**src/rtl/mips_boot_ctrl.sv**
```systemverilog
// mips_boot_ctrl: boot/run/dump harness for the single-cycle MIPS32 core.
//
// Loads the core's instruction and data memories from a streaming load
// port. It then releases the core and counts executed cycles until a halt
// opcode is seen or the cycle budget runs out. After that it streams the
// whole register file out over a ready/valid dump port.
//
// Ports
//   clk_x, rst             single clock, synchronous active-high reset
//   ld_valid/ld_ready      load beat handshake
//   ld_sel                 0 = IMEM, 1 = DMEM
//   ld_addr/ld_data        load address / word
//   ld_last                final load beat; the run starts after it
//   run_budget             cycle budget, latched on the last beat (0 = unlimited)
//   imem_we/dmem_we        memory write strobes (same cycle as beat acceptance)
//   mem_addr/mem_wdata     shared write address / data (passthrough of load port)
//   core_rst/core_run      core reset / core enable
//   core_instr             instruction the core executes this cycle
//   rf_raddr/rf_rdata      register-file debug read port
//   dump_valid/dump_ready  dump beat handshake
//   dump_idx/dump_data     register index / value of the current beat
//   restart                DONE -> LOAD
//   done                   dump finished
//   timeout                run ended by budget rather than halt
//   cycle_cnt              RUN cycles executed
//
// State | meaning
// ------+---------------------------------------------------------------
// LOAD  | core held in reset, load beats written into IMEM/DMEM
// RUN   | core enabled, cycles counted, waiting for halt or budget expiry
// DUMP  | core frozen, register file streamed out one index per handshake
// DONE  | dump complete, results held until restart

module mips_boot_ctrl #(
  parameter int         DATA_W  = 32,
  parameter int         LD_AW   = 10,
  parameter int         REG_AW  = 5,
  parameter int         CNT_W   = 16,
  parameter logic [5:0] HALT_OP = 6'h3F
) (
  input  logic              clk_x,
  input  logic              rst,
  input  logic              ld_valid,
  output logic              ld_ready,
  input  logic              ld_sel,
  input  logic [LD_AW-1:0]  ld_addr,
  input  logic [DATA_W-1:0] ld_data,
  input  logic              ld_last,
  input  logic [CNT_W-1:0]  run_budget,
  output logic              imem_we,
  output logic              dmem_we,
  output logic [LD_AW-1:0]  mem_addr,
  output logic [DATA_W-1:0] mem_wdata,
  output logic              core_rst,
  output logic              core_run,
  input  logic [DATA_W-1:0] core_instr,
  output logic [REG_AW-1:0] rf_raddr,
  input  logic [DATA_W-1:0] rf_rdata,
  output logic              dump_valid,
  input  logic              dump_ready,
  output logic [REG_AW-1:0] dump_idx,
  output logic [DATA_W-1:0] dump_data,
  input  logic              restart,
  output logic              done,
  output logic              timeout,
  output logic [CNT_W-1:0]  cycle_cnt
);

  typedef enum logic [1:0] {
    ST_LOAD = 2'd0,
    ST_RUN  = 2'd1,
    ST_DUMP = 2'd2,
    ST_DONE = 2'd3
  } state_t;

  state_t              state_q;
  state_t              state_d;
  logic [CNT_W-1:0]    cycle_q;
  logic [CNT_W-1:0]    budget_left_q;
  logic                timeout_q;
  logic [REG_AW-1:0]   idx_q;

  logic                ld_fire;
  logic                last_fire;
  logic                in_run;
  logic                halt_hit;
  logic                budget_hit;
  logic                dump_fire;
  logic                last_idx;
  logic                unused_instr_bits;

  // Handshake qualifiers are derived from the state register directly so the
  // FSM block never consumes its own combinational outputs.
  assign ld_fire    = ld_valid & (state_q == ST_LOAD);
  assign last_fire  = ld_fire & ld_last;
  assign in_run     = (state_q == ST_RUN);
  assign dump_fire  = dump_ready & (state_q == ST_DUMP);
  assign last_idx   = (idx_q == {REG_AW{1'b1}});

  assign halt_hit   = (core_instr[DATA_W-1 -: 6] == HALT_OP);

  // Budget is tracked as a down-counter loaded on the last load beat. A value
  // of one means this RUN cycle is the last one the budget allows; zero means
  // unlimited and is never decremented.
  assign budget_hit = (budget_left_q == CNT_W'(1));

  assign unused_instr_bits = ^core_instr[DATA_W-7:0];

  // Write path has zero latency: strobes, address and data follow the load
  // port combinationally.
  assign imem_we   = ld_fire & ~ld_sel;
  assign dmem_we   = ld_fire &  ld_sel;
  assign mem_addr  = ld_addr;
  assign mem_wdata = ld_data;

  assign rf_raddr  = idx_q;
  assign dump_idx  = idx_q;
  assign dump_data = rf_rdata;
  assign cycle_cnt = cycle_q;
  assign timeout   = timeout_q;

  always_ff @(posedge clk_x) begin
    if (rst) begin
      state_q <= ST_LOAD;
    end else begin
      state_q <= state_d;
    end
  end

  always_comb begin
    state_d    = state_q;
    ld_ready   = 1'b0;
    core_rst   = 1'b0;
    core_run   = 1'b0;
    dump_valid = 1'b0;
    done       = 1'b0;
    case (state_q)
      ST_LOAD: begin
        ld_ready = 1'b1;
        core_rst = 1'b1;
        if (last_fire) begin
          state_d = ST_RUN;
        end
      end
      ST_RUN: begin
        core_run = 1'b1;
        if (halt_hit || budget_hit) begin
          state_d = ST_DUMP;
        end
      end
      ST_DUMP: begin
        dump_valid = 1'b1;
        if (dump_ready && last_idx) begin
          state_d = ST_DONE;
        end
      end
      ST_DONE: begin
        done = 1'b1;
        if (restart) begin
          state_d = ST_LOAD;
        end
      end
      default: begin
        state_d = ST_LOAD;
      end
    endcase
  end

  // Cycle counter, budget down-counter and timeout flag.
  always_ff @(posedge clk_x) begin
    if (rst) begin
      cycle_q       <= '0;
      budget_left_q <= '0;
      timeout_q     <= 1'b0;
    end else if (last_fire) begin
      cycle_q       <= '0;
      budget_left_q <= run_budget;
      timeout_q     <= 1'b0;
    end else if (in_run) begin
      // Saturates so an unlimited run never wraps back to small counts.
      if (cycle_q != {CNT_W{1'b1}}) begin
        cycle_q <= cycle_q + CNT_W'(1);
      end
      // Halt wins over budget expiry in the same cycle.
      if (halt_hit) begin
        timeout_q <= 1'b0;
      end else if (budget_hit) begin
        timeout_q <= 1'b1;
      end
      if (budget_left_q > CNT_W'(1)) begin
        budget_left_q <= budget_left_q - CNT_W'(1);
      end
    end
  end

  // Dump index; wraps to zero after the final register so the next dump
  // starts from index 0 without an explicit clear.
  always_ff @(posedge clk_x) begin
    if (rst) begin
      idx_q <= '0;
    end else if (dump_fire) begin
      idx_q <= idx_q + REG_AW'(1);
    end
  end

endmodule

```
**config.mk**
```make
export PLATFORM = sky130hd
export DESIGN_NAME = mips_boot_ctrl
export DESIGN_NICKNAME = d
export VERILOG_FILES = /design/src/rtl/mips_boot_ctrl.sv
export SDC_FILE = /design/constraint.sdc
export NUM_CORES = 1
export LEC_CHECK = 0
export ABC_AREA = 1
export ABC_CLOCK_PERIOD_IN_PS = 4300
export CAP_MARGIN = 20
export CORE_AREA = 2 2 101 93
export CTS_CLUSTER_SIZE = 28
export DETAILED_ROUTE_END_ITERATION = 8
export DIE_AREA = 0 0 103 95
export PLACE_DENSITY = 0.86
export SYNTH_ARGS = -nofsm -noshare
export SYNTH_HDL_FRONTEND = slang
export SYNTH_SLANG_ARGS = --single-unit
```
**constraint.sdc**
```tcl
create_clock -name clk_x -period 4.3 [get_ports clk_x]
set_input_delay 1.075 -clock clk_x [delete_from_list [all_inputs] [get_ports clk_x]]
set_output_delay 1.075 -clock clk_x [all_outputs]
set_load 0.02 [all_outputs]
```
==> impl_metrics.ini <==
[power_and_ir_drop]
p_leak_nw = 1.46
p_int_w = 0.00111
swShare_pct = 47.9
power.density_mw_per_mm2 = 607
ir_drop_v = 0.000274
power.switching_w = 0.00102
pwr-share-seq_pct = 27.0
pwr-share-clk_pct = 14.4
combPwrFrac_pct = 58.6

[worst_setup_path]
startpoint_type = input port
startpoint = ld_valid
crit_path_end_kind = primary output
timing.rr.start = state_q[0]
critical_path_class = input port to primary output
crit_slowest_cell = clkdlybuf4s50_1
reg2reg_slack_ns = 1.95
crit_fanout = 2
cp.buffers_inverters = 2
ff2ff_path_depth = 7
max_stage_delay_ns = 0.61
path_depth = 4
crit_chain = clkdlybuf4s50_1 -> nand2_1 -> nor2_1 -> clkdlybuf4s50_1
cp_top_family = buffers and inverters
critPathArrivalTime_ns = 2.34
crit_top_cell = clkdlybuf4s50_1
required_ns = 3.22
r2r_end = budget_left_q[0]

[finish]
fin_nets = 629
fin_util_pct = 39.5
diodes = 0
n_fill_cell = 941
drive_gt1_share_pct = 6.52
final_common_cell = nand2_1
synthToLayoutAreaGrowth_pct = 7.30
layout_common_cells = nand2_1 (128), nor2_1 (81), clkdlybuf4s50_1 (62), nand3_1 (41), dfxtp_1 (40)

[cts]
cts_buffer_depth = 2
cts_hold_buf = 0
clkSlewWorstSetupHoldPaths_ns = 0.08
cts_buffers = 5
htreeDepth = 2
cts_resized = 0
root_buffer = clkbuf_8
clkSinkCount = 40
cts_setup_buffers = 0
clk_latency_ns = 0.30
cts_tree = done

[sta]
timing.fmax_mhz = 293
totalNegativeSetupSlack_ns = 0
fin_skew_ns = 0.00978
worstMarginPinSlew_ns = 0.523
setup_viol = 0
slew_viol_final = 0
min_period_ns = 3.41
rsz0062_at_grt = false
hold_viol = 0
timing.final.crit_share_pct = 79.3
max_slew_margin_pct = 64.9

[drt]
drt_first_pass_iters = 4
vias = 2927
drc = 0
first_iter_violations = 107
via_per_inst = 4.77
ant_nets = 0
wl_per_cell_um = 11.4
drt_wl_total_mm = 6.98

[die]
io_pins = 237
dieHeight_um = 95
core_mm2 = 0.00884
start_util_pct = 36.8
die_x_um = 103
placementRows = 33
dieArea_mm2 = 0.00979

[outcome]
status = completed

[synth]
synth_area_per_cell_um2 = 6.41
syn_nets = 647
yosys_warnings = 0
synth.cell_area_mm2 = 0.00325
ys_ff_latch = 40
yosysSeqAreaShare_pct = 24.6
synth.distinct_cells = 33
netlist_instances = 508

[hold_path]
whs_path_depth = 2
hold_class = register to register
hp-start = cycle_cnt[10]
hold_path_end = cycle_cnt[10]

[place]
gp_congestion = 0.861
port_buffers = 62
dp_hpwl_mm = 5.30

[global_route]
grt_max_degree = 21
grt_overflow = 0
grt_pass1_vias = 2683
grt_pass1_wl_mm = 11.6
antenna_found_initial = 0
grtUsageTotal_pct = 14.6

[run]
drv_cap = 0
## cell families (layout without fill, tap and decap cells)
family,count (synthesis),count (layout),synth area share [%]
flops,40,40,24.6
fa+ha+maj,10,10,3.84
compound gates,45,45,7.77
simple gates,280,280,37.8
xor+xnor,4,4,1.08
buf+inv,129,112,25.0
## cells in the mapped netlist
| cell | number | share of area, % |
|---|---|---|
| nand2_1 | 128 | 15 |
| nor2_1 | 81 | 9.3 |
| buf_4 | 80 | 18 |
| nand3_1 | 41 | 6.3 |
| dfxtp_1 | 40 | 25 |
| inv_1 | 38 | 4.4 |
| a21oi_1 | 20 | 3.1 |
| o21ai_0 | 16 | 2.5 |
| ha_1 | 10 | 3.8 |
| nor2_2 | 6 | 1.2 |
| buf_2 | 4 | 0.62 |
| nand3b_1 | 4 | 0.92 |
| o21bai_1 | 4 | 0.92 |
| buf_6 | 3 | 1.0 |
| nand2_2 | 3 | 0.58 |
| nand2_4 | 3 | 1.0 |
| nand3_2 | 3 | 0.92 |
| nor3_1 | 3 | 0.46 |
| xor2_1 | 3 | 0.81 |
| buf_1 | 2 | 0.23 |
| nand4_1 | 2 | 0.38 |
| nor2_4 | 2 | 0.69 |
| or2_2 | 2 | 0.38 |
| a211oi_1 | 1 | 0.23 |
| a21boi_0 | 1 | 0.23 |
| a21oi_2 | 1 | 0.27 |
| and2_1 | 1 | 0.19 |
| clkbuf_1 | 1 | 0.12 |
| clkinv_1 | 1 | 0.12 |
| nor2_8 | 1 | 0.62 |
| o211a_1 | 1 | 0.31 |
| o21ai_2 | 1 | 0.27 |
| xnor2_1 | 1 | 0.27 |
## power by group through the flow
stage	combinational [W]	sequential (W)	clock, W
3_5_place_dp	0.00124	0.000579	0
2_1_floorplan	0.00110	0.000567	0
3_3_place_gp	0.00119	0.000571	0
5_1_grt	0.00143	0.000587	0.000330
4_1_cts	0.00124	0.000572	0.000313
6_report	0.00124	0.000574	0.000305
## flip-flops by register name, summed over array words and instances, names as in the netlist
name           flops
timeout            1
cycle_cnt         16
state_q            2
budget_left_q     16
dump_idx           5
## area by class of cell
cell class | count | area, um^2 | share of cell area, %
Inverter | 39 | 146 | 4.19
Multi-Input combinational cell | 339 | 1640 | 47.0
Timing Repair Buffer | 65 | 643 | 18.4
Clock buffer | 6 | 72.6 | 2.08
Clock inverter | 2 | 35.0 | 1.00
Tap cell | 122 | 153 | 4.37
Sequential cell | 40 | 801 | 22.9
## tightest hold or removal path, delay by kind of cell, from the launching register on
| family | cells | cell delay [ns] |
|---|---|---|
| flops | 1 | 0.35 |
| compound gates | 1 | 0.05 |
| buf+inv | 1 | 0.06 |
## through the flow
stage	hold WS [ns]	power, W	setup slack, ns	instances	cell area, um^2
floorplan	0.478	0.00166	1.80	508	3250
global placement	0.471	0.00176	0.895	604	3380
detailed placement	0.495	0.00181	0.878	604	3380
CTS	0.502	0.00212	0.878	612	3480
global route	0.538	0.00235	0.792	613	3490
finish	0.508	0.00212	0.889	613	3490
## worst max-delay path by stage
stage,to,slack [ns]
after floorplan,dmem_we,1.80
after global placement,dmem_we,0.89
after detailed placement,dmem_we,0.88
after CTS,dmem_we,0.88
after global routing,imem_we,0.79
final,dmem_we,0.89
## routing by layer
metal / wire, um / track usage (%) / up-vias
met2: 3210 / 23.9 / 102
met4: 136 / 6.47 / 0
met3: 543 / 4.37 / 15
met1: 3090 / 17.6 / 1327
met5: 0 / 0 / -
li1: - / - / 1483
(Power assumes the default switching activity.)
==> patch 1 (same settings) <==
Re-encode `state_t` (4 states) as Gray code, 2 bits wide.
--- a/src/rtl/mips_boot_ctrl.sv
+++ b/src/rtl/mips_boot_ctrl.sv
@@ -69,6 +69,6 @@
   typedef enum logic [1:0] {
-    ST_LOAD = 2'd0,
-    ST_RUN  = 2'd1,
-    ST_DUMP = 2'd2,
-    ST_DONE = 2'd3
+    ST_LOAD = 2'b00,
+    ST_RUN  = 2'b01,
+    ST_DUMP = 2'b11,
+    ST_DONE = 2'b10
   } state_t;
Behaviour: no difference found for any inputs over 10 cycles, from zero or initial values and one cycle with rst high; not proved beyond that.
==> patch 1 against the unedited design <==
Cell count is 0.82% lower; routed wire length is 4.6% higher; critical path depth stayed put; synthesized area is 4.0% higher; setup slack worse by 0.069 ns; clock skew is 0.0051 ns lower; sequential cell count stayed put; synthesized cell count is 0.20% lower; design area is 1.8% higher.
Power is not compared: it rests on default switching activity, and its combinational part moved more than twofold at a synthesized area within 25%.
==> patch 1: results (changes against the unedited design) <==
Nets 620 (-1.4%); routed wire length per instance 12.0 µm (+5.5%); most instantiated flip-flop cell in the synthesis netlist dfxtp_1; maxcap violations 0 (unchanged); antenna violations before repair 0 (unchanged); TritonCTS buffer count 5 (unchanged); result of the run finished clean; sequential fraction of the synthesis area 23.7% (-0.94 points); Clock Pin Slew Worst Setup and Hold Paths 0.08 ns (about the same); crit-path max cell delay 0.61 ns (about the same); largest voltage drop on the vdd net around 0.11 mV; cell count after synthesis 507 (-0.20%); clock latency of the later-clocked register in the worst-skew pair 0.30 ns (about the same); pre-CTS setup slack 0.823 ns (-0.0554 ns); number of DRC markers after the initial detailed-route iteration 171 (+60%); kind of cell with the highest combined delay on the critical path buffers and inverters; overall via count from detail_route 2,956 (+0.99%); share of synthesized registers carrying an async set or reset 0% (unchanged); gp weighted congestion 0.842 (-2.2%); Post CTS Setup Buffer Count 0 (unchanged); YS warnings 0 (unchanged); pin count of the biggest net entering global routing 36 (+71%); count of antenna diodes in the layout 0 (unchanged); root buf cell clkbuf_8; list of most frequent post-synthesis cells nand2_1 (127), buf_4 (81), nor2_1 (55); Min Clock Period, post-route 3.48 ns (+0.0693 ns); via count of the first global-routing pass 2,889 (+7.7%); fraction of layout cells with a size suffix above 1 13.0% (+6.4 points); Max Clock Skew 0.00471 ns (-0.00507 ns); number of instances resized during post-cts repair 0 (unchanged); r2r setup slk 2.23 ns (+0.28 ns); final HPWL from detailed placement 5.39 mm (+1.7%); area of all placed cells without fillers 0.00355 mm² (+1.8%); leakage power summed over all cells about 1.4 nW; Synth area leaders dfxtp_1 (24%), buf_4 (18%), nand2_1 (14%), nand3_1 (6.5%), nor2_1 (6.1%); router iterations before antenna repair 4 (unchanged); wire length reported by the detailed router 7.30 mm (+4.6%); H-tree depth 2 (unchanged); distinct cell type count of the synthesized netlist 38 (+15%); instance count after placement with tap cells included 601 (-0.50%); CTS max path bufs 2 (unchanged); HP Class register to register; worst hold margin 0.516 ns (+0.00843 ns); number of fill cells 923 (-1.9%); total routing resource utilization after global routing 15.5% (+0.90 points); wire length of the first global-routing pass 12.3 mm (+5.7%); Port Buffers 62 (unchanged); cell at the slowest stage of the critical path clkdlybuf4s50_1; Post-Syn Nets 641 (-0.93%); maximum fanout count along the critical path 2 (unchanged); placed cell areas 0.00347 mm² (+2.9%); Crit path arrival time 2.41 ns (+0.07 ns); worst slew pin tran 0.563 ns (+0.0398 ns)
==> patch 1: changes by cell type after synthesis, sizes merged, moves of 2 or more <==
cell,before,now
nor2,90,84
ha,10,5
a21oi,21,25
nand3,44,48
inv,38,41
o21bai,4,1
nand2,134,136
xnor2,1,3
==> patch 1: worst paths after layout <==
kind / from / cells past startpoint / to
setup / recovery: ld_valid / 4 / dmem_we
hold / removal: dump_idx[3]$_SDFFE_PP0P_ / 2 / dump_idx[3]$_SDFFE_PP0P_
setup reg to reg: state_q[1]$_SDFFE_PP0P_ / 6 / cycle_cnt[13]$_SDFFE_PP0P_
hold reg to reg: dump_idx[3]$_SDFFE_PP0P_ / 2 / dump_idx[3]$_SDFFE_PP0P_
==> patch 1: per-layer routing <==
layer  global-route usage (%)  up-vias  wire length, µm
li1                         -     1470                -
met1                     17.9     1351             3190
met2                     27.4      108             3480
met3                     3.63       27              487
met4                     6.14        0              148
met5                        0        -                0
==> patch 1: final cells by class <==
cell class / count / area share, %
inverters: 41 / 4.47
flip-flops and latches: 40 / 22.5
clock buffers: 5 / 1.94
well taps: 122 / 4.29
multi-input cells: 335 / 48.8
repair buffers: 63 / 17.7
clock inverters: 2 / 0.352
==> patch 1: power breakdown <==
part	switching, mW	internal, mW
clock network	0.138	0.110
registers	0.0270	0.393
logic	0.217	0.135
total	0.382	0.639
==> patch 1: kinds of logic (layout without fill, tap and decap cells) <==
logic type | Yosys count | count (layout) | synth area share, %
AOI/OAI and AO/OA | 46 | 46 | 8.25
xor gates and xnor gates | 6 | 6 | 1.55
and+or+nand+nor | 278 | 278 | 39.6
adders and majority gates | 5 | 5 | 1.85
DFF | 40 | 40 | 23.7
buffers and inverters | 132 | 111 | 25.1
==> patch 1: worst min-delay path, stage by stage (launching register included) <==
cell     delay (ns)
dfxtp_1        0.33
inv_1          0.08
a21oi_1        0.06
==> patch 2 (config.mk and constraints unchanged) <==
Made on the original files. The parameter `LD_AW` goes from 10 to 8.
--- a/src/rtl/mips_boot_ctrl.sv
+++ b/src/rtl/mips_boot_ctrl.sv
@@ -35,3 +35,3 @@
   parameter int         DATA_W  = 32,
-  parameter int         LD_AW   = 10,
+  parameter int         LD_AW   = 8,
   parameter int         REG_AW  = 5,
Ports: changed (resized ld_addr and mem_addr); port bits go from 237 to 233. No check against the original RTL was run, so the function may have changed too.
==> patch 2 against the unedited design <==
Design area is the same; setup slack lost 0.022 ns; sequential cell count is the same; critical path depth is the same; routed wire length grew 5.9%; via count shrank 0.48%; synthesized area shrank 0.46%; synthesized cell count shrank 0.39%; first-iteration DRC count grew 74%; total power grew 0.53%.
==> patch 2: results (changes against the unedited design) <==
count of antenna diodes in the layout 0 (unchanged); Area growth, synth to finish 7.80%; gp weighted congestion 0.875 (+1.6%); pin count of the biggest net entering global routing 22 (+4.8%); number of DRC markers after the initial detailed-route iteration 186 (+74%); antenna violations before repair 0 (unchanged); maximum fanout count along the critical path 2 (unchanged); result of the run finished clean; crit-path max cell delay 0.61 ns (about the same); overall via count from detail_route 2,913 (-0.48%); instance count after placement with tap cells included 604 (unchanged); share of synthesized area spent on multiplexers 0% (unchanged); post-synthesis share of cell area spent on full adders, half adders and majority gates 3.86% (+0.018 points); complex-gate fraction of the synthesized area 7.80% (+0.036 points); Max Clock Skew 0.00953 ns (-0.000246 ns); CTS max path bufs 2 (unchanged); fin. max-slew vios 0 (unchanged); HP Class register to register; pre-CTS setup slack 0.868 ns (-0.0107 ns); Clock Pin Slew Worst Setup and Hold Paths 0.08 ns (about the same); wire length of the first global-routing pass 12.4 mm (+6.8%); Post-Syn Nets 643 (-0.62%); gr ovfl total 0 (unchanged); placed cell areas 0.00338 mm² (unchanged); router iterations before antenna repair 4 (unchanged); leakage power summed over all cells 1.46 nW (unchanged); Synth area leaders dfxtp_1 (25%), buf_4 (18%), nand2_1 (15%), nor2_1 (9.4%), nand3_1 (6.3%); share of synthesized registers carrying an async set or reset 0% (unchanged); final cell count without fillers 613 (unchanged); YS warnings 0 (unchanged); Port Buffers 62 (unchanged); via count of the first global-routing pass 2,846 (+6.1%); fraction of layout cells with a size suffix above 1 6.52% (unchanged); Nets 627 (-0.32%); final HPWL from detailed placement 5.57 mm (+5.1%); Switch Pwr 1.03 mW (+1.0%); clock latency of the later-clocked register in the worst-skew pair 0.30 ns (about the same); parity-gate share of the synthesized area counting xor and xnor cells 1.08% (+0.0050 points); distinct cell type count of the synthesized netlist 33 (unchanged); largest voltage drop on the vdd net 0.259 mV (-5.3%); H-tree depth 2 (unchanged); number of fill cells 949 (+0.85%); cell at the slowest stage of the critical path clkdlybuf4s50_1; kind of cell with the highest combined delay on the critical path buffers and inverters; crit-path most repeated cell clkdlybuf4s50_1; per-instance average area after synthesis 6.40 µm² (about the same); sequential fraction of the synthesis area 24.7% (+0.11 points); list of most frequent post-synthesis cells nand2_1 (128), nor2_1 (81), buf_4 (78); Post CTS Setup Buffer Count 0 (unchanged); worst slew pin tran 0.522 ns (-0.00113 ns); total routing resource utilization after global routing 15.7% (+1.1 points); routed wire length per instance 12.0 µm (+5.9%); TritonCTS buffer count 5 (unchanged); number of instances resized during post-cts repair 0 (unchanged); DRC Markers 0 (unchanged); most instantiated flip-flop cell in the synthesis netlist dfxtp_1; root buf cell clkbuf_8
==> patch 2: worst paths after layout <==
path / start / to / slack (ns) / cells past startpoint
setup / recovery: ld_valid / imem_we / 0.87 / 4
hold / removal: cycle_cnt[10]$_SDFFE_PP0P_ / cycle_cnt[10]$_SDFFE_PP0P_ / 0.51 / 2
setup reg to reg: state_q[0]$_SDFFE_PP0P_ / budget_left_q[0]$_SDFFE_PP0P_ / 2.02 / 7
hold reg to reg: cycle_cnt[10]$_SDFFE_PP0P_ / cycle_cnt[10]$_SDFFE_PP0P_ / 0.51 / 2
==> patch 2: area by class of cell <==
cell class                      count  area share, %
Sequential cell                    40           22.9
Clock inverter                      2           1.00
Timing Repair Buffer               65           18.4
Tap cell                          122           4.37
Clock buffer                        6           2.08
Inverter                           39           4.19
Multi-Input combinational cell    339           47.0
==> patch 2: metal layers <==
metal / routed length (µm) / vias to the layer above / track usage [%] / share of wire (%)
met1: 3130 / 1326 / 17.6 / 42
met2: 3600 / 98 / 27.3 / 49
li1: - / 1474 / - / -
met5: 0 / - / 0 / 0
met4: 104 / 0 / 5.92 / 1.4
met3: 548 / 15 / 5.40 / 7.4
==> patch 2: worst register-to-register path, cell delays in order, from the launching register on <==
cell and delay, ns:
dfxtp_1 0.39, inv_1 0.10, ha_1 0.28, nand3_2 0.29
clkinv_1 0.49, o21ai_0 0.38, nand3_1 0.14, a21oi_2 0.15
==> patch 2: cell families after synthesis <==
group,count (synthesis)
simple gates,280
buf+inv,127
flops,40
xor+xnor,4
compound gates,45
fa+ha+maj,10
==> patch 2: power groups by stage <==
stage / sequential (mW) / combinational, mW / clock, mW
floorplan: 0.567 / 1.09 / 0
global placement: 0.570 / 1.19 / 0
detailed placement: 0.578 / 1.24 / 0
CTS: 0.570 / 1.25 / 0.316
global route: 0.589 / 1.44 / 0.333
finish: 0.572 / 1.25 / 0.308
